### src/rtl/rom_boot_ctrl.sv
// rom_boot_ctrl: loads a host word stream into the instruction ROM, holding the CPU in reset until done.
// Optional ROM_NOP_FILL_EN: pad the ROM above load_len with NOPs before releasing the core.
module rom_boot_ctrl #(
    parameter int ADDR_W       = 12,
    parameter int DEPTH        = 4096,
    parameter int RELEASE_DLY  = 4,
    parameter int HOLD_ON_BOOT = 0
) (
    input  logic              clk,
    input  logic              rst,
    input  logic              load_start,
    input  logic [ADDR_W:0]   load_len,
    input  logic              load_abort,
    input  logic              s_valid,
    input  logic [31:0]       s_data,
    output logic              s_ready,
    output logic              rom_we,
    output logic [ADDR_W-1:0] rom_waddr,
    output logic [31:0]       rom_wdata,
    output logic              cpu_rst_n,
    output logic              busy,
    output logic              done,
    output logic              err
);
    localparam int CW = $clog2(RELEASE_DLY + 2);
    localparam logic [ADDR_W:0] DEPTH_L = (ADDR_W+1)'(DEPTH);

    typedef enum logic [1:0] {
        IDLE,
        LOAD,
        RELEASE
`ifdef ROM_NOP_FILL_EN
        , FILL
`endif
    } state_t;

    state_t            state, state_nx;
    logic [ADDR_W:0]   addr, addr_nx, len, len_nx;
    logic [CW-1:0]     cnt, cnt_nx;
    logic              we_nx, crst_nx, done_nx, err_nx, boot;
    logic [ADDR_W-1:0] waddr_nx;
    logic [31:0]       wdata_nx;

    assign s_ready = state == LOAD;
    assign busy    = state != IDLE;

    always_comb begin
        state_nx = state;
        addr_nx  = addr;
        len_nx   = len;
        cnt_nx   = cnt;
        we_nx    = 1'b0;
        waddr_nx = rom_waddr;
        wdata_nx = rom_wdata;
        crst_nx  = cpu_rst_n;
        done_nx  = 1'b0;
        err_nx   = 1'b0;
        if (state != IDLE && load_abort) begin
            state_nx = IDLE;
            err_nx   = 1'b1;
        end else begin
            case (state)
                IDLE: begin
                    if (boot && HOLD_ON_BOOT == 0) crst_nx = 1'b1;
                    if (load_start) begin
                        if (load_len == '0 || load_len > DEPTH_L) err_nx = 1'b1;
                        else begin
                            crst_nx  = 1'b0;
                            addr_nx  = '0;
                            len_nx   = load_len;
                            state_nx = LOAD;
                        end
                    end
                end
                LOAD: begin
                    if (s_valid) begin
                        we_nx    = 1'b1;
                        waddr_nx = addr[ADDR_W-1:0];
                        wdata_nx = s_data;
                        addr_nx  = addr + 1'b1;
                        cnt_nx   = '0;
`ifdef ROM_NOP_FILL_EN
                        if (addr + 1'b1 == len) state_nx = len != DEPTH_L ? FILL : RELEASE;
`else
                        if (addr + 1'b1 == len) state_nx = RELEASE;
`endif
                    end
                end
`ifdef ROM_NOP_FILL_EN
                FILL: begin
                    we_nx    = 1'b1;
                    waddr_nx = addr[ADDR_W-1:0];
                    wdata_nx = 32'h0000_0013;
                    addr_nx  = addr + 1'b1;
                    cnt_nx   = '0;
                    if (addr == DEPTH_L - 1'b1) state_nx = RELEASE;
                end
`endif
                RELEASE: begin
                    // the delay is counted from the cycle the final write is visible
                    if (cnt == CW'(RELEASE_DLY)) begin
                        state_nx = IDLE;
                        done_nx  = 1'b1;
                        crst_nx  = 1'b1;
                    end else cnt_nx = cnt + 1'b1;
                end
                default: state_nx = IDLE;
            endcase
        end
    end

    always_ff @(posedge clk or negedge rst) begin
        if (!rst) begin
            state     <= IDLE;
            addr      <= '0;
            len       <= '0;
            cnt       <= '0;
            rom_we    <= 1'b0;
            rom_waddr <= '0;
            rom_wdata <= '0;
            cpu_rst_n <= 1'b0;
            done      <= 1'b0;
            err       <= 1'b0;
            boot      <= 1'b1;
        end else begin
            state     <= state_nx;
            addr      <= addr_nx;
            len       <= len_nx;
            cnt       <= cnt_nx;
            rom_we    <= we_nx;
            rom_waddr <= waddr_nx;
            rom_wdata <= wdata_nx;
            cpu_rst_n <= crst_nx;
            done      <= done_nx;
            err       <= err_nx;
            boot      <= 1'b0;
        end
    end
endmodule
### config.mk
export PLATFORM = sky130hd
export DESIGN_NAME = rom_boot_ctrl
export DESIGN_NICKNAME = d
export VERILOG_FILES = /design/src/rtl/rom_boot_ctrl.sv
export SDC_FILE = /design/constraint.sdc
export NUM_CORES = 1
export LEC_CHECK = 0
export CORE_UTILIZATION = 25
export CTS_BUF_LIST = sky130_fd_sc_hd__clkbuf_8
export DETAILED_ROUTE_END_ITERATION = 8
export SETUP_SLACK_MARGIN = 0.1
export SLEW_MARGIN = 40
export SYNTH_ARGS = -nofsm -noshare
export SYNTH_HDL_FRONTEND = slang
export SYNTH_SLANG_ARGS = --single-unit
### constraint.sdc
create_clock -name clk -period 2.8 [get_ports clk]
set_input_delay 0.84 -clock clk [delete_from_list [all_inputs] [get_ports clk]]
set_output_delay 0.84 -clock clk [all_outputs]
set_load 0.02 [all_outputs]
==> qor.txt <==
Crit Reg-Reg Startpoint - addr[0]$_DFFE_PN0P_
Leakage - 2.36 nW
Die footprint - 15,000 sq um
Logic pwr share - 28.4%
Final Hold Viols - 0
Actual slew at the worst max-slew pin - 615 ps
Avg Synthesized Cell Area - 9.23 sq um
Core area - 14,000 sq um
Vias in the first global route - 3,073
First-pass GRT wire length - 14.4 mm
Htree depth - 3
Yosys reg bits - 80
Type of destination of the critical path - output pin
First drt pass iteration count - 4
Slew headroom - 59.0%
Switching share of power - 30.8%
Routed WL - 8.76 mm
Initial drt markers - 86
Post-synth ARST share - 100%
Tot Pwr - 0.00331 W
Post-CTS Setup Inserts - 0
Sw Pwr - 0.00102 W
Sequential area share after synthesis - 55.1%
Gpl congestion - 0.748
Clock Power Share - 27.1%
CTS sink cnt - 80
DRC Markers - 0
CTS tree - built
Synth Warn # - 0
Cell Area, Synth - 3640 sq um
Fin crit period - 2550 ps
Num CTS Buffers - 9
Routed len/inst - 12.8 um
Post-synth EDFFs - 0
Initial Util - 25.9%
WP data required - 1960 ps
Hold_buf cts - 0
Fin nets - 553
Part of the power in registers - 44.5%
Post-synth top flop - dfrtp_1
Syn-to-layout area delta - 40.7%
R2R cell count - 7
Synth Net Count - 447
# placed instances - 669
Clk_lat worst skew - 370 ps
Antenna violations before repair - 0
Slew Viols, Final - 0
Largest net degree at the start of global routing - 61
Cells after Synth - 394
ANT nets after route - 0
Maximum clock insertion buffer count - 2
Die Width - 123 um
Max Cap Viol - 0
Worst vdd ir - 329 uV
Layout Skew - 12.3 ps
Crit path max fanout - 5
Final instance area - 5120 sq um
HPWL after detailed placement - 6.49 mm
Layout cells sized above 1 - 11.3%
Worst-path clk slew - 90 ps
F_max - 392 MHz
Site Rows - 43
Post-DP Area - 4890 sq um
Reg2Reg Setup Slack - 400 ps
Via count - 3,053
IO Pins - 100
Status - finished clean
Final design utilization - 36.5%
Clk root buf - clkbuf_8
Pwr Density - 646 nW/um^2
Final setup TNS - 0 ps
Ant diodes - 0
Total global-route track usage - 12.5%
Vias/cell - 4.46
CP startpoint kind - flip-flop
Endpoints failing setup - 0
Distinct cells, synth - 45
Remaining Overflow, GRT - 0
RSZ-0062 raised after global routing - false
Worst hold path type - primary input to asynchronous set/reset pin
Post-route insts no fill - 685
Arrival time worst endpoint - 1710 ps
Tcrit/Tclk final - 91.1%
Die height - 123 um
RR Endpoint - state[0]$_DFFE_PN0P_
IO buf count - 99
Int Pwr - 0.00229 W
Critical path type - flip-flop to output pin
[logic make-up (layout without fill, tap and decap cells)]
family,after synthesis,count (layout),synth area share [%]
and+or+nand+nor,201,201,23.7
DFF,80,80,55.1
AOI/OAI and AO/OA,50,50,8.53
buffers and inverters,29,140,3.51
xor gates and xnor gates,17,17,4.09
muxes,13,13,3.99
adders and majority gates,3,3,1.03
other,1,1,0.103
[cell type report]
cell class	instances	area, sq um
repair buffers	115	1120
clock buffers	11	151
flip-flops and latches	80	2000
well taps	180	225
multi-input cells	285	1520
fillers	1423	8920
clock inverters	5	65.1
inverters	9	33.8
[flip-flops by register name, indices dropped and copies added (netlist names)]
signal / flops
cnt: 3
state: 2
rom_wdata: 32
addr: 13
cpu_rst_n: 1
err: 1
rom_waddr: 12
rom_we: 1
done: 1
boot: 1
len: 13
[power groups by stage]
stage               combinational [W]  clock, W  sequential [W]
floorplan                    0.000291         0         0.00166
global placement             0.000929         0         0.00149
detailed placement           0.000950         0         0.00150
CTS                          0.000954  0.000945         0.00147
global route                  0.00103  0.000983         0.00150
finish                       0.000938  0.000897         0.00147
[stage by stage]
| stage | setup slack (ps) | hold WS [ps] |
|---|---|---|
| 2_1_floorplan | 536 | 473 |
| 3_3_place_gp | -111 | 458 |
| 3_5_place_dp | -173 | 465 |
| 4_1_cts | 176 | 486 |
| 5_1_grt | 153 | 498 |
| 6_report | 250 | 479 |
[how the worst max path moves through the flow]
stage	from	end	slack, ps	depth (start not counted)
floorplan	load_len[1]	len[10]$_DFFE_PN0P_	540	6
global placement	load_len[1]	addr[2]$_DFFE_PN0P_	-110	9
detailed placement	load_len[1]	addr[12]$_DFFE_PN0P_	-170	9
CTS	state[0]$_DFFE_PN0P_	busy	180	3
global route	load_len[1]	addr[12]$_DFFE_PN0P_	150	9
finish	state[1]$_DFFE_PN0P_	s_ready	250	3
[cell usage after synthesis, types with 2 or more instances]
cell type,instances,area (sq um)
nor4_1,3,18.8
nor2_1,17,63.8
clkbuf_1,15,56.3
nor3_1,3,15.0
a21oi_1,3,15.0
mux2_2,12,135
dfrtp_1,79,1980
a31oi_1,3,18.8
nand2b_1,3,18.8
and3_1,3,18.8
buf_6,2,22.5
and3_2,2,15.0
nand2_1,149,559
o21ai_0,24,120
o221ai_1,2,17.5
ha_1,3,37.5
xor2_1,8,70.1
nand3_1,5,25.0
xnor2_1,9,78.8
buf_2,3,15.0
inv_1,8,30.0
nand4_1,7,43.8
a22o_1,2,17.5
o31ai_1,7,52.6
o22ai_1,2,12.5
[critical path: stages, from the launching register on]
cell and delay (ps):
dfrtp_1 430, nand2b_1 210, inv_1 90, clkdlybuf4s50_1 600
[per-layer routing]
| metal | vias to the layer above | wire length, um | GRT usage, % |
|---|---|---|---|
| met5 | - | 0 | 0 |
| met4 | 0 | 127 | 3.89 |
| met3 | 13 | 605 | 4.41 |
| met2 | 99 | 3960 | 20.2 |
| met1 | 1427 | 4070 | 15.7 |
| li1 | 1514 | - | - |
[what timing repair did]
item                       4_1_cts  5_1_grt
hold endpoints to repair         0        0
setup endpoints to repair        0        2
gates resized for setup          0        2
[cells in the final DEF, fill, tap and decap left out, types with 2 or more instances in the layout]
cell,Yosys,final
ha_1,3,3
nand3_1,5,5
and3_1,3,3
nand2b_1,3,3
o22ai_1,2,2
xnor2_1,9,9
nand2_1,149,148
o21ai_0,24,24
clkinv_4,0,4
clkbuf_8,0,11
o221ai_1,2,2
buf_4,0,16
a21oi_1,3,3
xor2_1,8,8
nor4_2,1,2
mux2_2,12,12
and3_2,2,2
nor2_1,17,16
nand4_1,7,7
a31oi_1,3,3
dfrtp_1,79,79
o31ai_1,7,7
clkdlybuf4s50_1,0,98
inv_1,8,8
nor4_1,3,2
a22o_1,2,2
nor3_1,3,3
Power figures use the tool's default switching activity.
